===== config.mk =====
export PLATFORM = sky130hd
export DESIGN_NAME = absdiff_sched_flat
export DESIGN_NICKNAME = d
export VERILOG_FILES = /design/src/rtl/absdiff_pkg.sv /design/src/rtl/absdiff_sched_if.sv /design/src/rtl/absdiff_pipe.sv /design/src/rtl/absdiff_sched.sv /design/src/flat_wrapper.sv
export SDC_FILE = /design/constraint.sdc
export NUM_CORES = 1
export LEC_CHECK = 0
export ABC_AREA = 0
export CORE_ASPECT_RATIO = 1.5
export CORE_MARGIN = 5
export CORE_UTILIZATION = 60
export CTS_BUF_LIST = sky130_fd_sc_hd__clkbuf_4 sky130_fd_sc_hd__clkbuf_8
export DETAILED_ROUTE_END_ITERATION = 7
export DONT_BUFFER_PORTS = 1
export GPL_TIMING_DRIVEN = 0
export PLACE_DENSITY = 0.76
export SLEW_MARGIN = 20
export SYNTH_ARGS = -nofsm -noshare
export SYNTH_HDL_FRONTEND = slang
export SYNTH_HIERARCHICAL = 1
export SYNTH_SLANG_ARGS = --single-unit

===== constraint.sdc =====
create_clock -name clk -period 2.8 [get_ports clk]
set_clock_uncertainty 0.15 [all_clocks]
set_input_delay 0.14 -clock clk [delete_from_list [all_inputs] [get_ports clk]]
set_output_delay 0.14 -clock clk [all_outputs]
set_load 0.01 [all_outputs]

===== src/rtl/absdiff_pkg.sv =====
`default_nettype none
// ============================================================================
// Module   : absdiff_pkg
// Purpose  : Shared types and constants for the absolute-difference scheduler.
//            - state_t  : controller states (2-bit encoding)
//            - req_id_t : requester identifier (0 or 1)
//            - DEF_WIDTH: default operand width
// Revision : 1.0 - initial release
// ============================================================================
package absdiff_pkg;

  localparam int DEF_WIDTH = 5;

  typedef enum logic [1:0] {
    IDLE = 2'd0,
    BUSY = 2'd1,
    RESP = 2'd2
  } state_t;

  typedef logic req_id_t;

endpackage : absdiff_pkg
`default_nettype wire


===== src/rtl/absdiff_sched_if.sv =====
`default_nettype none
// ============================================================================
// Module   : absdiff_sched_if
// Purpose  : Bundles the two request ports and the response port of the
//            absolute-difference scheduler.
//   reqN_valid/reqN_ready/reqN_x/reqN_y : request handshake + operands, N=0,1
//   rsp_valid/rsp_ready/rsp_data/rsp_id : response handshake, |x-y| and owner
//   modport master : requester / response-consumer side
//   modport slave  : scheduler side
// Revision : 1.0 - initial release
// ============================================================================
interface absdiff_sched_if #(
  parameter int WIDTH = absdiff_pkg::DEF_WIDTH
);

  logic                 req0_valid;
  logic                 req0_ready;
  logic [WIDTH-1:0]     req0_x;
  logic [WIDTH-1:0]     req0_y;

  logic                 req1_valid;
  logic                 req1_ready;
  logic [WIDTH-1:0]     req1_x;
  logic [WIDTH-1:0]     req1_y;

  logic                 rsp_valid;
  logic                 rsp_ready;
  logic [WIDTH:0]       rsp_data;
  absdiff_pkg::req_id_t rsp_id;

  modport master (
    output req0_valid, req0_x, req0_y,
    input  req0_ready,
    output req1_valid, req1_x, req1_y,
    input  req1_ready,
    input  rsp_valid, rsp_data, rsp_id,
    output rsp_ready
  );

  modport slave (
    input  req0_valid, req0_x, req0_y,
    output req0_ready,
    input  req1_valid, req1_x, req1_y,
    output req1_ready,
    output rsp_valid, rsp_data, rsp_id,
    input  rsp_ready
  );

endinterface : absdiff_sched_if
`default_nettype wire


===== src/rtl/absdiff_pipe.sv =====
`default_nettype none
// ============================================================================
// Module   : absdiff_pipe
// Purpose  : Pipelined unsigned |x-y|. The difference is formed in the first
//            register stage and then delayed through LAT-1 further stages.
//   clk, rst           : clock, synchronous active-high reset (clears valids)
//   in_valid/in_x/in_y : operands to inject
//   out_valid/out_data : result, in_valid delayed exactly LAT cycles
// Revision : 1.0 - initial release
// ============================================================================
module absdiff_pipe #(
  parameter int WIDTH = 5,
  parameter int LAT   = 2   // legal range 1..8
) (
  input  logic             clk,
  input  logic             rst,
  input  logic             in_valid,
  input  logic [WIDTH-1:0] in_x,
  input  logic [WIDTH-1:0] in_y,
  output logic             out_valid,
  output logic [WIDTH:0]   out_data
);

  logic [WIDTH:0]   w_diff;
  logic [LAT-1:0]   valid_d, valid_q;
  logic [WIDTH:0]   data_d [LAT];
  logic [WIDTH:0]   data_q [LAT];

  // Zero-extend before subtracting so the larger-minus-smaller form never
  // wraps; the MSB therefore always reads 0.
  always_comb begin
    w_diff = (in_x > in_y) ? ({1'b0, in_x} - {1'b0, in_y})
                           : ({1'b0, in_y} - {1'b0, in_x});
  end

  always_comb begin
    valid_d    = valid_q;
    data_d     = data_q;
    valid_d[0] = in_valid;
    data_d[0]  = w_diff;
    for (int i = 1; i < LAT; i++) begin
      valid_d[i] = valid_q[i-1];
      data_d[i]  = data_q[i-1];
    end
  end

  always_ff @(posedge clk) begin
    if (rst) begin
      valid_q <= '0;
      for (int i = 0; i < LAT; i++) begin
        data_q[i] <= '0;
      end
    end else begin
      valid_q <= valid_d;
      data_q  <= data_d;
    end
  end

  assign out_valid = valid_q[LAT-1];
  assign out_data  = data_q[LAT-1];

endmodule : absdiff_pipe
`default_nettype wire


===== src/rtl/absdiff_sched.sv =====
`default_nettype none
// ============================================================================
// Module   : absdiff_sched
// Purpose  : Round-robin scheduler sharing one pipelined |x-y| datapath
//            between two requesters, one transaction in flight at a time.
//   clk  : system clock
//   rst  : synchronous active-high reset (aborts any transaction)
//   bus  : absdiff_sched_if.slave - two request ports + one response port
//   busy : high whenever the controller is not IDLE
// Revision : 1.0 - initial release
// ============================================================================
module absdiff_sched
  import absdiff_pkg::*;
#(
  parameter int WIDTH = DEF_WIDTH,
  parameter int LAT   = 2   // legal range 1..8
) (
  input  logic           clk,
  input  logic           rst,
  absdiff_sched_if.slave bus,
  output logic           busy
);

  state_t           state_d, state_q;
  req_id_t          last_grant_d, last_grant_q;
  req_id_t          id_d, id_q;
  logic [WIDTH-1:0] x_d, x_q;
  logic [WIDTH-1:0] y_d, y_q;
  logic             inject_d, inject_q;
  logic             rsp_valid_d, rsp_valid_q;
  logic [WIDTH:0]   rsp_data_d, rsp_data_q;
  req_id_t          rsp_id_d, rsp_id_q;
  logic             busy_d, busy_q;

  logic             w_grant0, w_grant1;
  logic             w_ready0, w_ready1;
  logic             w_pipe_valid;
  logic [WIDTH:0]   w_pipe_data;

  // On a tie, the requester that was not granted last time wins.
  assign w_grant0 = bus.req0_valid & (~bus.req1_valid |  last_grant_q);
  assign w_grant1 = bus.req1_valid & (~bus.req0_valid | ~last_grant_q);
  assign w_ready0 = (state_q == IDLE) & w_grant0;
  assign w_ready1 = (state_q == IDLE) & w_grant1;

  // Operands are injected from the capture registers one cycle after the
  // handshake, so the request ports are free to change immediately.
  absdiff_pipe #(
    .WIDTH (WIDTH),
    .LAT   (LAT)
  ) u_pipe (
    .clk       (clk),
    .rst       (rst),
    .in_valid  (inject_q),
    .in_x      (x_q),
    .in_y      (y_q),
    .out_valid (w_pipe_valid),
    .out_data  (w_pipe_data)
  );

  always_comb begin
    state_d      = state_q;
    last_grant_d = last_grant_q;
    id_d         = id_q;
    x_d          = x_q;
    y_d          = y_q;
    inject_d     = 1'b0;
    rsp_valid_d  = rsp_valid_q;
    rsp_data_d   = rsp_data_q;
    rsp_id_d     = rsp_id_q;
    busy_d       = busy_q;
    case (state_q)
      IDLE: begin
        if (w_ready0 | w_ready1) begin
          id_d         = w_ready1;
          last_grant_d = w_ready1;
          x_d          = w_ready1 ? bus.req1_x : bus.req0_x;
          y_d          = w_ready1 ? bus.req1_y : bus.req0_y;
          inject_d     = 1'b1;
          busy_d       = 1'b1;
          state_d      = BUSY;
        end
      end
      BUSY: begin
        if (w_pipe_valid) begin
          rsp_data_d  = w_pipe_data;
          rsp_id_d    = id_q;
          rsp_valid_d = 1'b1;
          state_d     = RESP;
        end
      end
      RESP: begin
        if (bus.rsp_ready) begin
          rsp_valid_d = 1'b0;
          busy_d      = 1'b0;
          state_d     = IDLE;
        end
      end
      default: begin
        rsp_valid_d = 1'b0;
        busy_d      = 1'b0;
        state_d     = IDLE;
      end
    endcase
  end

  always_ff @(posedge clk) begin
    if (rst) begin
      state_q      <= IDLE;
      last_grant_q <= 1'b1;
      id_q         <= 1'b0;
      x_q          <= '0;
      y_q          <= '0;
      inject_q     <= 1'b0;
      rsp_valid_q  <= 1'b0;
      rsp_data_q   <= '0;
      rsp_id_q     <= 1'b0;
      busy_q       <= 1'b0;
    end else begin
      state_q      <= state_d;
      last_grant_q <= last_grant_d;
      id_q         <= id_d;
      x_q          <= x_d;
      y_q          <= y_d;
      inject_q     <= inject_d;
      rsp_valid_q  <= rsp_valid_d;
      rsp_data_q   <= rsp_data_d;
      rsp_id_q     <= rsp_id_d;
      busy_q       <= busy_d;
    end
  end

  assign bus.req0_ready = w_ready0;
  assign bus.req1_ready = w_ready1;
  assign bus.rsp_valid  = rsp_valid_q;
  assign bus.rsp_data   = rsp_data_q;
  assign bus.rsp_id     = rsp_id_q;
  assign busy           = busy_q;

endmodule : absdiff_sched
`default_nettype wire


===== src/flat_wrapper.sv =====
// flat-port wrapper written by rule: the top's interface ports become plain ports
module absdiff_sched_flat import absdiff_pkg::*;
#(
  parameter int WIDTH = DEF_WIDTH,
  parameter int LAT   = 2                      
)
  (clk, rst, busy, bus_req0_valid, bus_req0_x, bus_req0_y, bus_req0_ready, bus_req1_valid, bus_req1_x, bus_req1_y, bus_req1_ready, bus_rsp_valid, bus_rsp_data, bus_rsp_id, bus_rsp_ready);
  absdiff_sched_if #(.WIDTH(WIDTH)) bus_i ();
  input  logic clk;
  input  logic rst;
  output logic busy;
  input wire logic [$bits(bus_i.req0_valid)-1:0] bus_req0_valid;
  input wire logic [$bits(bus_i.req0_x)-1:0] bus_req0_x;
  input wire logic [$bits(bus_i.req0_y)-1:0] bus_req0_y;
  output wire logic [$bits(bus_i.req0_ready)-1:0] bus_req0_ready;
  input wire logic [$bits(bus_i.req1_valid)-1:0] bus_req1_valid;
  input wire logic [$bits(bus_i.req1_x)-1:0] bus_req1_x;
  input wire logic [$bits(bus_i.req1_y)-1:0] bus_req1_y;
  output wire logic [$bits(bus_i.req1_ready)-1:0] bus_req1_ready;
  output wire logic [$bits(bus_i.rsp_valid)-1:0] bus_rsp_valid;
  output wire logic [$bits(bus_i.rsp_data)-1:0] bus_rsp_data;
  output wire logic [$bits(bus_i.rsp_id)-1:0] bus_rsp_id;
  input wire logic [$bits(bus_i.rsp_ready)-1:0] bus_rsp_ready;
  assign bus_i.req0_valid = bus_req0_valid;
  assign bus_i.req0_x = bus_req0_x;
  assign bus_i.req0_y = bus_req0_y;
  assign bus_req0_ready = bus_i.req0_ready;
  assign bus_i.req1_valid = bus_req1_valid;
  assign bus_i.req1_x = bus_req1_x;
  assign bus_i.req1_y = bus_req1_y;
  assign bus_req1_ready = bus_i.req1_ready;
  assign bus_rsp_valid = bus_i.rsp_valid;
  assign bus_rsp_data = bus_i.rsp_data;
  assign bus_rsp_id = bus_i.rsp_id;
  assign bus_i.rsp_ready = bus_rsp_ready;
  absdiff_sched #(.WIDTH(WIDTH), .LAT(LAT)) u_core (.clk(clk), .rst(rst), .bus(bus_i), .busy(busy));
endmodule

==> metrics.csv <==
metric;value;unit
CTS max path bufs;2;
register area share after synthesis;38.9;%
Util after Layout;68.0;%
layout cell share with drive strength beyond 1;8.64;%
critical path arrival;2.46;ns
Synth top cells by count;dfxtp_1, nor2b_1, inv_1;
Post-synth ARST share;0;%
Logic pwr share;28.0;%
compound-cell area share of the yosys netlist;15.1;%
Simple-Gate Fraction of Synth Area;27.3;%
LEAKAGE;0.919;nW
Area contributors post-synth;dfxtp_1, ha_1, nor2b_1;
die height;79.9;um
Slew Viols, Final;0;
status;complete, no violations;
first-pass GRT wire length;6.87;mm
top achievable clock speed;413;MHz
Mapped Area;1950;sq um
sw power;0.473;mW
sum of negative setup slack;0;ns
Post-CTS Resized;0;
CTS tree;done;
most common cell in the netlist;dfxtp_1;
Clock Power Share;29.2;%
Synth Instances;209;
GRT Resource Usage Total;19.4;%
final setup violating endpoints;0;
number of synthesized register bits;38;
pin count of the biggest net entering global routing;14;
initial core utilization;61.9;%
Layout area overhead;9.92;%
via count;1568;
crit share post-route;86.5;%
TritonCTS buffer count;5;
EDFF count, synth;0;
Routed wire per std cell;15.7;um
max cap viols;0;
Die Width;56.6;um
nature of the critical path endpoint;flip-flop;
I/O pin cnt;36;
vias in the first global route;1602;
Worst Path Required;2.84;ns
top_reg_cell synth;dfxtp_1;
P_int;1.08;mW
Routability Congestion;0.908;
antenna violations before repair;0;
antenna viol nets, final;0;
Reg2Reg Launch Point;u_core/x_q[0];
Routed WL;4.08;mm
critical path fanouts, max;10;
die area;4520;sq um
Synth Area in XOR/XNOR;0;%
HPWL Detailed;3.16;mm
setup bufs post-CTS;0;
TritonRoute pass-1 iters;4;
Setup crit start kind;flip-flop;
antenna cell count;0;
mux cell area share after synthesis;3.59;%
via/cell ratio;6.03;
register area;761;sq um
Switching Fraction;30.5;%
clk_lat worst skew;0.29;ns
row count;25;
post-synthesis area per instance;9.35;sq um
Post-Synthesis Net Count;246;
post-synthesis adder-cell area fraction;8.45;%
area occupied by multi-input gates;1060;sq um
CTS hold repair buffers;3;
Worst Max-Slew Pin Slew;0.430;ns
IO Port Bufs;0;
power share of the sequential group;42.8;%
Crit Path Class;reg2reg;
initial DRC count;19;
RSZ-0062 raised after global routing;no;
Root Driver;clkbuf_8;
NumNets Final;256;
leading area contributor after synthesis;dfxtp_1;
HP Start;bus_req0_valid;
pwr/cell area;723;nW/um^2
dpl cell area;2000;sq um
gr ovfl total;0;
slew margin rel.;71.3;%
Synth top area share;38.9;%
DRC viols;0;
# fillers;269;
final instance area;2150;sq um
Hold Path Class;in2reg;
synth warn;6;
clk sinks;38;
Critical path origin;u_core/x_q[0];
largest family of logic cells by synthesized area;simple AND/OR/NAND/NOR gates;
Worst VDD drop;0.000450;V
worst hold margin;0.0240;ns
H-Tree Depth;2;
clk slew on worst S/H paths;0.07;ns
Yosys cell types;44;
Min Clock Period, post-route;2.42;ns
Final Hold Fails;0;
core footprint;3160;sq um
[state kept, by name, summed over array words and instances, names as in the netlist]
register                flops
u_core/bus.rsp_id           1
u_core/y_q                  5
u_core/bus.rsp_data         6
u_core/id_q                 1
u_core/x_q                  5
u_core/busy                 1
u_core/u_pipe/valid_q       2
u_core/state_q              2
u_core/last_grant_q         1
u_core/inject_q             1
u_core/u_pipe/data_d        6
u_core/u_pipe/out_data      6
u_core/bus.rsp_valid        1
[power groups by stage]
stage,Clock [mW],Sequential (mW),Combinational (mW)
CTS,0.465,0.665,0.424
detailed placement,0,0.677,0.417
floorplan,0,0.664,0.336
global route,0.488,0.675,0.483
finish,0.454,0.665,0.434
global placement,0,0.672,0.387
[logic make-up (layout without fill, tap and decap cells)]
kind of cell	after synthesis	in the layout
compound gates	38	38
fa+ha+maj	12	12
buf+inv	30	41
flops	38	38
mux	7	7
simple gates	84	84
[path summary, 6_finish.rpt]
check	to	slack (ns)	cells after the start
max	u_core/u_pipe/data_d[5]	0.38	8
min	u_core/y_q[4]	0.02	3
max reg2reg	u_core/u_pipe/data_d[5]	0.38	8
min reg2reg	u_core/u_pipe/out_data[4]	0.29	1
[through the flow]
stage          total power [mW]  instances  setup WS (ns)
6_report                   1.55        260          0.377
5_1_grt                    1.65        260          0.263
4_1_cts                    1.55        260          0.401
3_5_place_dp               1.09        249          0.424
3_3_place_gp               1.06        249          0.537
2_1_floorplan              1.00        209          0.711
[critical path, cell delays in order (launching register included)]
cell,delay [ns]
dfxtp_1,0.37
inv_1,0.06
ha_1,0.22
fa_1,0.42
nand2b_1,0.17
a21boi_1,0.35
o21a_4,0.26
nor4_1,0.07
a31o_2,0.24
[layout make-up]
class,instances,share of cell area (%)
buffer,13,3.03
clock buffer,5,3.20
clock inverter,3,2.10
inverter,17,2.97
multi-input combinational,141,49.6
sequential,38,35.4
tap,40,2.33
timing repair buffer,3,1.40
[routing by layer]
layer,global-route usage (%),routed length [um]
met1,17.0,1480
met2,39.4,2300
met3,5.50,242
met4,8.08,50
met5,0,0
[layout by cell type (no fill, tap or decap), drive strengths merged, types with 3 or more instances in the layout]
cell type / synthesis / layout
dfxtp: 38 / 38
nor2b: 20 / 20
inv: 17 / 17
nor2: 15 / 15
clkbuf: 7 / 12
and4: 11 / 11
nand2: 10 / 10
nor4b: 10 / 10
a221o: 10 / 10
ha: 10 / 10
mux2i: 7 / 7
o21ai: 7 / 7
a21oi: 7 / 7
buf: 6 / 6
dlygate4sd3: 0 / 3
a211oi: 3 / 3
Power figures use the tool's default switching activity.
